--- src/rtl/serial_adder.sv ---
// serial_adder: bit-serial WIDTH-bit unsigned adder built around one full_adder.
// An operand pair is accepted with a start/busy handshake. It is then added one bit
// pair per clock, LSB first, and the carry is fed back through a register.
// {c_out, sum} = a + b + c_in. The result is valid in the cycle where done pulses.
//
// Ports:
//   clk    - system clock, rising edge
//   rst_n  - asynchronous active-low reset
//   start  - request; accepted only while busy is low
//   a, b   - WIDTH-bit operands, captured on the accept edge
//   c_in   - carry-in, captured on the accept edge
//   busy   - high while an addition is in progress
//   done   - one-cycle pulse when sum/c_out have just updated
//   sum    - registered WIDTH-bit result, held until the next done
//   c_out  - registered carry-out, held until the next done

// full_adder: single-bit combinational full adder cell.
// Ports: x, y, c_in (inputs); s, c_out (outputs).
module full_adder (
  input  logic x,
  input  logic y,
  input  logic c_in,
  output logic s,
  output logic c_out
);
  assign s     = x ^ y ^ c_in;
  assign c_out = (x & y) | (c_in & (x ^ y));
endmodule

module serial_adder #(
  parameter int WIDTH = 8
) (
  input  logic             clk,
  input  logic             rst_n,
  input  logic             start,
  input  logic [WIDTH-1:0] a,
  input  logic [WIDTH-1:0] b,
  input  logic             c_in,
  output logic             busy,
  output logic             done,
  output logic [WIDTH-1:0] sum,
  output logic             c_out
);

  localparam int CW = $clog2(WIDTH + 1);
  localparam logic [CW-1:0] LAST_CNT = CW'(WIDTH - 1);

  typedef enum logic {IDLE, RUN} state_t;

  state_t           state;
  state_t           next_state;
  logic             accept;
  logic             last;

  logic [WIDTH-1:0] a_sh;
  logic [WIDTH-1:0] b_sh;
  logic [WIDTH-2:0] p_sh;
  logic             carry_q;
  logic [CW-1:0]    count;

  logic             fa_s;
  logic             fa_cout;
  logic [WIDTH-1:0] p_next;

  full_adder u_fa (
    .x     (a_sh[0]),
    .y     (b_sh[0]),
    .c_in  (carry_q),
    .s     (fa_s),
    .c_out (fa_cout)
  );

  // p_sh only keeps the upper WIDTH-1 result bits gathered so far. The newest bit
  // enters at the MSB, so on the final step p_next is the complete sum.
  assign p_next = {fa_s, p_sh};

  assign busy = (state == RUN);

  always_ff @(posedge clk or negedge rst_n) begin
    if (!rst_n) begin
      state <= IDLE;
    end else begin
      state <= next_state;
    end
  end

  always_comb begin
    next_state = state;
    accept     = 1'b0;
    last       = 1'b0;
    case (state)
      IDLE: begin
        if (start) begin
          accept     = 1'b1;
          next_state = RUN;
        end
      end
      RUN: begin
        if (count == LAST_CNT) begin
          last       = 1'b1;
          next_state = IDLE;
        end
      end
      default: next_state = IDLE;
    endcase
  end

  always_ff @(posedge clk or negedge rst_n) begin
    if (!rst_n) begin
      a_sh    <= '0;
      b_sh    <= '0;
      p_sh    <= '0;
      carry_q <= 1'b0;
      count   <= '0;
      sum     <= '0;
      c_out   <= 1'b0;
      done    <= 1'b0;
    end else begin
      done <= 1'b0;
      if (accept) begin
        a_sh    <= a;
        b_sh    <= b;
        carry_q <= c_in;
        count   <= '0;
      end else if (state == RUN) begin
        a_sh    <= a_sh >> 1;
        b_sh    <= b_sh >> 1;
        p_sh    <= p_next[WIDTH-1:1];
        carry_q <= fa_cout;
        count   <= count + CW'(1);
        if (last) begin
          sum   <= p_next;
          c_out <= fa_cout;
          done  <= 1'b1;
        end
      end
    end
  end

endmodule

--- config.mk ---
export PLATFORM = sky130hd
export DESIGN_NAME = serial_adder
export DESIGN_NICKNAME = d
export VERILOG_FILES = /design/src/rtl/serial_adder.sv
export SDC_FILE = /design/constraint.sdc
export NUM_CORES = 1
export LEC_CHECK = 0
export ABC_AREA = 1
export CAP_MARGIN = 10
export CORE_ASPECT_RATIO = 0.8
export CORE_MARGIN = 2
export CORE_UTILIZATION = 30
export CTS_BUF_LIST = sky130_fd_sc_hd__clkbuf_8
export CTS_CLUSTER_SIZE = 10
export DETAILED_ROUTE_END_ITERATION = 7
export HOLD_SLACK_MARGIN = 0.02
export PLACE_DENSITY = 0.5
export REMOVE_ABC_BUFFERS = 1
export SYNTH_ARGS = -nofsm -noshare
export SYNTH_HDL_FRONTEND = slang
export SYNTH_SLANG_ARGS = --single-unit
--- constraint.sdc ---
create_clock -name clk -period 2.05 [get_ports clk]
set_clock_uncertainty 0.05 [all_clocks]
set_input_delay 0.41 -clock clk [delete_from_list [all_inputs] [get_ports clk]]
set_output_delay 0.41 -clock clk [all_outputs]
set_load 0.01 [all_outputs]
Yosys cells after proc, flatten, opt, wreduce, memory -nomap -nowiden
Cells that the tools add are included.
{"block": "totals", "ff_bits": 39, "in_bits": 20, "out_inout_bits": 11, "wordCells": 38}
{"block": "op_classes", "n_addsub": 1, "n_eq_ne": 1, "mux": 17, "n_bitwise": 7, "n_reduce_logical": 3}
{"operator": "2-to-1 mux 8 bit", "count": 4}
{"operator": "2-to-1 mux 1 bit", "count": 10}
{"operator": "2-to-1 mux 4 bit", "count": 2}
{"operator": "adder 4 x 1 -> 4 bit (second input constant)", "count": 1}
{"operator": "equality test 4 x 3 -> 1 bit (second input constant)", "count": 1}
{"operator": "AND reduction 3 bit", "count": 1}
{"operator": "bitwise AND 1 bit", "count": 2}
{"operator": "inverter 1 bit", "count": 2}
{"operator": "case mux 1 bit (2 select lines)", "count": 1}
{"operator": "AND reduction 2 bit", "count": 1}
{"operator": "nonzero test 2 bit", "count": 1}
{"operator": "bitwise XOR 1 bit", "count": 2}
{"operator": "OR 1 bit", "count": 1}

Logic depth before layout (Yosys ltp)
Gate-level depths: netlist (run 1).
{"block": "depth", "word_depth": 6, "depth_mapped": 7, "depth_no_buf": 6}

Modules after synthesis
Synthesis (run 1) repeated with hierarchy kept, for this count alone.
{"block": "unflattened", "cells_unflattened": 189, "area_unflattened_um2": 1671.6}
{"mod": "serial_adder", "instances": 1, "cells_each": 188, "area_per_inst_um2": 1651.6, "seq_area_each_um2": 975.9}
{"mod": "full_adder", "instances": 1, "cells_each": 1, "area_per_inst_um2": 20.0, "seq_area_each_um2": 0.0}

Worst setup path after synthesis (run 1)
OpenSTA, ideal clock, no wires.
{"block": "synth_timing", "path_kind": "reg2reg", "from": "register carry_q", "to": "register sum[7]", "setup_ps": 66, "arrival_ps": 1061, "t_required_ps": 1934, "slack_ps": 873, "stages_incl_launch_ff": 4, "n_path_buf": 0, "synth_period_minus_slack_ps": 1177, "cell_sequence": "dfrtp_1 -> fa_1 -> nand3_1 -> nand2_1"}
{"block": "synth_via", "elab_chain_cells": 1}
{"item": "start, declared", "line_no": "58", "text": "logic carry_q;"}
{"item": "start signal, assigned", "line_no": "123", "text": "carry_q <= c_in;"}
{"item": "start signal, assigned", "line_no": "129", "text": "carry_q <= fa_cout;"}
{"item": "bitwise XOR 1 bit", "line_no": "26", "text": "assign s = x ^ y ^ c_in;"}
{"item": "via fa_s", "line_no": "61", "text": "logic fa_s;"}
{"item": "end signal, assigned", "line_no": "132", "text": "sum <= p_next;"}
{"item": "end, declared", "line_no": "41", "text": "output logic [WIDTH-1:0] sum,"}
The timed path passes the listed nets, and every way through them passes these cells.
A chain may end at the register's enable or synchronous reset.

Final worst setup path (run 1)
{"block": "layout_timing", "from": "register sum[4]", "to": "output sum[4]"}
No word-level cell between the ends.

==> impl_metrics.py, run 1 <==
metrics = {
    "critical_path": {
        "cpLargestDelayFamily": "buffers and inverters",
        "rr_worst_depth": 6,
        "path_buf_inv": 1,
        "cp-end-kind": "output port",
        "r2r_end": "busy",
        "required_ns": 1.59,
        "critPathArrivalTime_ns": 1.19,
        "cp_max_fo": 2,
        "slowest_stage": "clkdlybuf4s50_1",
        "reg2reg_from": "busy",
        "critPathLaunch": "sum[4]",
        "rrSetupSlack_ns": 0.66,
        "path_cells": "clkdlybuf4s50_1",
        "critical_path_class": "reg2out",
        "critPathLaunchType": "register",
        "cpPeakStageDelay_ns": 0.54,
    },
    "yosys": {
        "yosys_warnings": 0,
        "syn_avg_cell_area_sq_um": 8.80,
        "synth_cells": 190,
        "seq_area_frac_synth_pct": 58.3,
        "netlist_area_sq_mm": 0.00167,
        "yosysUniqueCellTypes": 17,
        "synth-seq-cells": 39,
    },
    "route": {
        "wl_um": 3400,
        "routed.top_layer": "met4",
        "drt_iter0_drc": 90,
        "wl_met3_um": 141,
        "via_count": 1263,
        "drtPass1Iterations": 4,
        "via_per_inst": 4.36,
        "antenna_left": 0,
        "wl_met1_um": 1770,
        "wl_per_cell_um": 11.7,
        "drc_errors": 0,
        "dr_wl_met2_um": 1440,
    },
    "timing": {
        "hold_violations": 0,
        "min_period_over_period_pct": 80.6,
        "relSlewSlack_pct": 75.6,
        "worstMarginPinSlew_ns": 0.366,
        "min_period_ns": 1.65,
        "setup_violations": 0,
        "tns_ns": 0,
        "slew_violations": 0,
        "rsz0062_at_grt": "no",
        "fmax_ghz": 0.606,
        "timing.final.ws_setup_ns": 0.399,
    },
    "layout": {
        "layout_common_cells": "100 x nand2_1, 39 x dfrtp_1, 29 x clkdlybuf4s50_1, 25 x nand3_1, 7 x inv_1",
        "num-nets-final": 246,
        "synthToLayoutAreaGrowth_pct": 26.6,
        "final_common_cell": "nand2_1",
        "drive_above_1_share_pct": 8.00,
        "final_util_pct": 39.2,
        "diodes": 0,
    },
    "grt": {
        "track_usage_pct": 12.7,
        "grt_pass1_vias": 1265,
        "grt_pass1_wl_um": 5980,
        "antenna_found_initial": 0,
        "grt_max_degree": 40,
        "overflow": 0,
    },
    "die": {
        "die_w_um": 87.5,
        "num_io_pins": 31,
        "die_h_um": 70.8,
        "core_sq_mm": 0.00541,
        "fp-row-count": 24,
        "start_util_pct": 30.9,
        "dieArea_sq_mm": 0.00619,
    },
    "cts": {
        "cts_buffers": 5,
        "cts.clk_slew.worst_paths_ns": 0.07,
        "cts_buffer_depth": 2,
        "cts.sinks": 39,
        "insertion_delay_ns": 0.29,
        "cts_root_buf": "clkbuf_8",
        "cts_tree": "done",
        "cts_setup_buffers": 0,
        "postCtsHoldBufs": 0,
        "htreeDepth": 2,
        "cts-resized-gates": 0,
    },
    "power_and_ir_drop": {
        "leakage_uw": 0.00109,
        "vdd_drop_max_v": 0.000321,
        "powerDensity_mw_per_mm2": 1320,
    },
    "run_status": {
        "outcome": "complete, no violations",
    },
    "placed_design": {
        "pre_cts_ws_ns": 0.478,
        "gp_congestion": 0.744,
        "port_buffers": 30,
        "dp_hpwl_um": 2210,
    },
    "worst_hold_path": {
        "min_path_type": "in2async",
    },
    "run": {
        "drv_cap": 0,
    },
}
==> power breakdown <==
part           internal [uW]  total, uW  switching (uW)  leakage [uW]
Sequential              1080       1270             194      0.000507
Clock                    229        490             262     0.0000505
Combinational            449       1040             593      0.000536
==> how the worst max path moves through the flow <==
stage / endpoint / slack [ns] / cells past startpoint
floorplan: a_sh[5] / 0.50 / 3
global placement: b_sh[5] / 0.51 / 5
detailed placement: a_sh[6] / 0.48 / 5
CTS: sum[4] / 0.38 / 1
global route: busy / 0.34 / 1
finish: sum[4] / 0.40 / 1
==> cell type report <==
| class | count | area [sq um] |
|---|---|---|
| repair buffers | 33 | 330 |
| multi-input cells | 137 | 607 |
| fillers | 554 | 3290 |
| clock buffers | 5 | 68.8 |
| clock inverters | 3 | 12.5 |
| well taps | 65 | 81.3 |
| inverters | 8 | 42.5 |
| flip-flops and latches | 39 | 976 |
==> cell families after synthesis <==
kind of cell	count (synthesis)	share of synthesized area (%)
adders and majority gates	2	1.94
buffers and inverters	14	5.38
AOI/OAI and AO/OA	3	0.897
DFF	39	58.3
and+or+nand+nor	132	33.4
==> routing by layer <==
layer | global-route usage, % | vias to the layer above
met3 | 5.37 | 4
li1 | - | 658
met2 | 17.6 | 24
met4 | 4.62 | 0
met5 | 0 | -
met1 | 17.7 | 577
==> flip-flops by register name, summed over array words and instances (netlist names) <==
signal	cells
busy	1
count	4
done	1
sum	8
carry_q	1
a_sh	8
c_out	1
p_sh	7
b_sh	8
==> Yosys cell counts (all sizes together) <==
| library cell | number | share of area (%) |
|---|---|---|
| nand3 | 25 | 7.5 |
| a21oi | 2 | 0.60 |
| buf | 6 | 2.8 |
| nand2 | 103 | 24 |
| fa | 1 | 1.2 |
| dfrtp | 39 | 58 |
| inv | 8 | 2.5 |
| o21ai | 1 | 0.30 |
| ha | 1 | 0.75 |
| nor2 | 4 | 1.5 |
==> stage by stage <==
stage                     cells  cell area [sq um]  hold WS, ns  total power (uW)
after CTS                   290               2120       0.0227              2850
after global placement      282               2040        0.344              2320
after floorplan             184               1630       0.0644              1900
after detailed placement    282               2040        0.345              2340
final                       290               2120       0.0233              2800
after global routing        290               2120       0.0395              3060
Note: power is estimated with default switching activity, not from simulation.
==> run 2: changes to the inputs <==
Settings changed: PLACE_DENSITY 0.5 to 0.52.
Clock period 2.05 ns to 1.35 ns, I/O delays scaled along.
==> impl_metrics.py, run 2 (same netlist as run 1, synthesis figures left out) <==
metrics = {
    "die": {
        "num_io_pins": 31,
        "fp-row-count": 24,
        "die_h_um": 70.8,
        "core_sq_mm": 0.00541,
        "start_util_pct": 30.9,
        "dieArea_sq_mm": 0.00619,
        "die_w_um": 87.5,
    },
    "timing": {
        "min_period_over_period_pct": 94.7,
        "fmax_ghz": 0.782,
        "timing.final.ws_setup_ns": 0.0709,
        "rsz0062_at_grt": "no",
        "setup_violations": 0,
        "worstMarginPinSlew_ns": 0.371,
        "min_period_ns": 1.28,
        "hold_violations": 0,
        "slew_violations": 0,
        "relSlewSlack_pct": 75.3,
    },
    "power_and_ir_drop": {
        "combPwrFrac_pct": 36.9,
        "swShare_pct": 37.5,
        "power_frac_clock_pct": 17.9,
        "p_sw_uw": 1600,
        "vdd_drop_max_v": 0.000551,
        "leakage_uw": 0.00115,
        "power_frac_seq_pct": 45.2,
        "powerDensity_mw_per_mm2": 1970,
        "design_power_total_uw": 4250,
        "p_int_uw": 2660,
    },
    "layout": {
        "synthToLayoutAreaGrowth_pct": 29.2,
        "fillCellCount": 585,
        "fin_cells": 295,
        "num-nets-final": 251,
        "layout_common_cells": "100 x nand2_1, 39 x dfrtp_1, 25 x nand3_1, 18 x clkdlybuf4s50_1, 10 x dlygate4sd2_1",
        "largestRegisters": "a_sh (8), b_sh (8), sum (8)",
        "drive_above_1_share_pct": 10.0,
        "final_common_cell": "nand2_1",
        "diodes": 0,
    },
    "cts": {
        "cts_tree": "done",
        "cts.clk_slew.worst_paths_ns": 0.08,
        "cts_buffers": 5,
        "cts_setup_buffers": 0,
        "insertion_delay_ns": 0.29,
        "cts.sinks": 39,
        "htreeDepth": 2,
        "cts_buffer_depth": 2,
        "cts_root_buf": "clkbuf_8",
    },
    "route": {
        "drtPass1Iterations": 4,
        "antenna_left": 0,
        "drc_errors": 0,
        "via_count": 1307,
        "via_per_inst": 4.43,
        "wl_per_cell_um": 11.4,
        "wl_um": 3370,
        "drt_iter0_drc": 86,
    },
    "grt": {
        "antenna_found_initial": 0,
        "grt_max_degree": 26,
        "grtUsageMet1_pct": 16.8,
        "met2_usage_pct": 16.7,
        "grt_pass1_wl_um": 5640,
        "grt_pass1_vias": 1197,
        "busiest_layer": "met1",
        "use_met3_pct": 3.73,
        "overflow": 0,
        "track_usage_pct": 11.8,
    },
    "critical_path": {
        "path_cells": "clkdlybuf4s15_1",
        "cpPeakStageDelay_ns": 0.42,
        "path_buf_inv": 1,
        "critPathArrivalTime_ns": 0.96,
        "slowest_stage": "dfrtp_1",
        "cpLargestDelayFamily": "flip-flops",
        "cp_max_fo": 3,
        "critPathLaunchType": "register",
        "cp-end-kind": "output port",
        "required_ns": 1.03,
        "critical_path_class": "reg2out",
    },
    "placed_design": {
        "dp_hpwl_um": 2360,
        "pre_cts_ws_ns": -0.0256,
        "port_buffers": 30,
        "dpl.cell_count": 286,
        "gp_congestion": 0.719,
    },
    "run": {
        "drv_cap": 0,
    },
    "worst_hold_path": {
        "min_path_type": "in2async",
    },
    "run_status": {
        "outcome": "complete, no violations",
    },
}
run 2: cell type report:
cell class / count / area (sq um) / share of cell area, %
Clock buffer: 5 / 68.8 / 3.18
Clock inverter: 3 / 16.3 / 0.752
Sequential cell: 39 / 976 / 45.1
Inverter: 8 / 42.5 / 1.97
Tap cell: 65 / 81.3 / 3.76
Multi-Input combinational cell: 137 / 607 / 28.1
Timing Repair Buffer: 38 / 370 / 17.1
run 2: per-stage QoR:
stage | hold WS [ns] | instance area [sq um] | util [%] | setup TNS [ns]
floorplan | -0.0756 | 1630 | - | -5.14
global placement | 0.155 | 2080 | 38.5 | -0.0323
detailed placement | 0.157 | 2080 | 38.5 | -0.232
CTS | 0.375 | 2160 | 40.0 | 0
global route | 0.390 | 2160 | 40.0 | 0
finish | 0.368 | 2160 | 40.0 | 0
run 2: worst paths after layout:
check	slack (ns)	endpoint	cells past startpoint	from
min in group clk	0.42	c_out	2	c_out
setup reg to reg	0.10	busy	6	busy
hold / removal	0.37	b_sh[5]	2	rst_n
setup / recovery	0.07	busy	1	busy
hold reg to reg	0.42	c_out	2	c_out
max in group asynchronous	0.43	sum[7]	3	rst_n
run 2: power by group through the flow:
stage	logic [uW]	clock network [uW]	registers [uW]
2_1_floorplan	863	0	2030
3_3_place_gp	1670	0	1940
3_5_place_dp	1690	0	1950
4_1_cts	1600	792	1930
5_1_grt	1780	850	1990
6_report	1570	763	1920
run 2: metal layers:
| layer | vias to the layer above | part of all wire (%) |
|---|---|---|
| met5 | - | 0 |
| met4 | 0 | 0.92 |
| met3 | 5 | 4.8 |
| met2 | 28 | 43 |
| met1 | 608 | 51 |
| li1 | 666 | - |
run 2: repair_timing:
action,4_1_cts,5_1_grt
setup endpoints to repair,11,1
hold buffers,1,0
hold endpoints to repair,14,0
gates resized for setup,11,1
==> run 3: changes to the inputs <==
==> constraint.sdc (replaced) <==
create_clock -name clk -period 1.35 [get_ports clk]
set_clock_uncertainty 0.05 [all_clocks]
set_input_delay 0.135 -clock clk [delete_from_list [all_inputs] [get_ports clk]]
set_output_delay 0.135 -clock clk [all_outputs]
set_load 0.01 [all_outputs]
==> impl_metrics.py, run 3 (same netlist as run 1, synthesis figures left out) <==
metrics = {
    "critical_path": {
        "rrSetupSlack_ns": 0.08,
        "cp-end-kind": "output port",
        "critical_path_class": "reg2out",
        "critPathLaunchType": "register",
        "cp_max_fo": 2,
        "required_ns": 1.16,
        "critPathArrivalTime_ns": 1.12,
    },
    "layout": {
        "layout_common_cells": "100 x nand2_1, 38 x dfrtp_1, 25 x nand3_1, 18 x clkdlybuf4s50_1, 11 x dlygate4sd2_1",
        "final_common_cell": "nand2_1",
        "final_util_pct": 41.8,
        "largestRegisters": "a_sh (8), b_sh (8), sum (8)",
        "diodes": 0,
        "finalInstanceArea_sq_mm": 0.00226,
        "seqCellArea_sq_um": 977,
        "fillCellCount": 555,
        "drive_above_1_share_pct": 12.0,
        "multi_input_area_sq_um": 612,
        "num-nets-final": 254,
        "synthToLayoutAreaGrowth_pct": 35.1,
    },
    "die": {
        "start_util_pct": 30.9,
        "dieArea_sq_mm": 0.00619,
        "fp-row-count": 24,
        "core_sq_mm": 0.00541,
        "die_h_um": 70.8,
        "num_io_pins": 31,
        "die_w_um": 87.5,
    },
    "timing": {
        "rsz0062_at_grt": "no",
        "fmax_ghz": 0.767,
        "setup_violations": 0,
        "slew_violations": 0,
        "min_period_over_period_pct": 96.6,
        "tns_ns": 0,
        "hold_violations": 0,
        "worstMarginPinSlew_ns": 0.271,
        "min_period_ns": 1.30,
        "timing.final.ws_setup_ns": 0.0455,
        "fin_hold_ws_ns": 0.287,
        "relSlewSlack_pct": 81.9,
    },
    "worst_hold_path": {
        "min_path_type": "in2async",
    },
    "route": {
        "via_per_inst": 4.35,
        "drt_iter0_drc": 58,
        "drtPass1Iterations": 5,
        "wl_per_cell_um": 11.7,
        "antenna_left": 0,
        "via_count": 1295,
        "wl_um": 3470,
        "drc_errors": 0,
    },
    "placed_design": {
        "gp_congestion": 0.733,
        "pre_cts_ws_ns": 0.0582,
        "port_buffers": 30,
        "dp_hpwl_um": 2470,
        "placed_area_sq_mm": 0.00210,
    },
    "grt": {
        "grt_pass1_wl_um": 6310,
        "antenna_found_initial": 0,
        "overflow": 0,
        "grt_max_degree": 40,
        "track_usage_pct": 13.2,
        "grt_pass1_vias": 1354,
    },
    "run_status": {
        "outcome": "complete, no violations",
    },
    "power_and_ir_drop": {
        "powerDensity_mw_per_mm2": 2110,
        "p_sw_uw": 1640,
        "power_frac_seq_pct": 40.7,
        "leakage_uw": 0.00119,
        "combPwrFrac_pct": 35.2,
        "p_int_uw": 3130,
        "power_frac_clock_pct": 24.1,
        "swShare_pct": 34.4,
        "vdd_drop_max_v": 0.000671,
    },
    "cts": {
        "cts_tree": "done",
        "cts_root_buf": "clkbuf_8",
        "cts_buffers": 5,
        "insertion_delay_ns": 0.28,
        "cts.sinks": 39,
        "cts.clk_slew.worst_paths_ns": 0.08,
        "cts_buffer_depth": 2,
        "htreeDepth": 2,
    },
    "run": {
        "drv_cap": 0,
    },
}
[run 3: repair_timing]
| action | in CTS | in global routing |
|---|---|---|
| setup buffers | 1 | 1 |
| resized for setup | 13 | 2 |
| hold buffers | 1 | 0 |
| endpoints found under the setup margin | 11 | 21 |
| hold endpoints to repair | 39 | 0 |
[run 3: area by class of cell]
type	instances	area share, %
clock inverter	3	2.99
multi-input combinational	137	27.1
timing repair buffer	41	18.1
inverter	8	1.99
tap	65	3.60
sequential	39	43.2
clock buffer	5	3.05
[run 3: worst max-delay path, stage by stage (launching register included)]
cell	delay, ns
dfrtp_2	0.42
buf_4	0.14
dlygate4sd2_1	0.27
[run 3: metrics by stage]
step,cells,power [uW]
floorplan,184,2890
global placement,287,3690
detailed placement,287,3710
CTS,297,4810
global route,298,5180
finish,298,4770
[run 3: layer usage]
metal	global-route usage, %	wire, um	up-vias
li1	-	-	674
met1	19.1	1830	597
met2	18.5	1470	22
met3	3.97	140	2
met4	5.13	35	0
met5	0	0	-
[run 3: worst paths after layout]
check,from,end,cells past startpoint
max reg2reg,busy,sum[7],7
max in group asynchronous,rst_n,busy,3
min,rst_n,p_sh[0],3
max,busy,busy,2
min in group clk,a[7],a_sh[7],3
min reg2reg,sum[2],sum[2],2
[run 3: power groups by stage]
stage / clock, uW / sequential (uW) / combinational, uW
3_3_place_gp: 0 / 1980 / 1700
3_5_place_dp: 0 / 1980 / 1730
6_report: 1150 / 1940 / 1680
4_1_cts: 1180 / 1950 / 1690
5_1_grt: 1230 / 2010 / 1930
2_1_floorplan: 0 / 2030 / 863
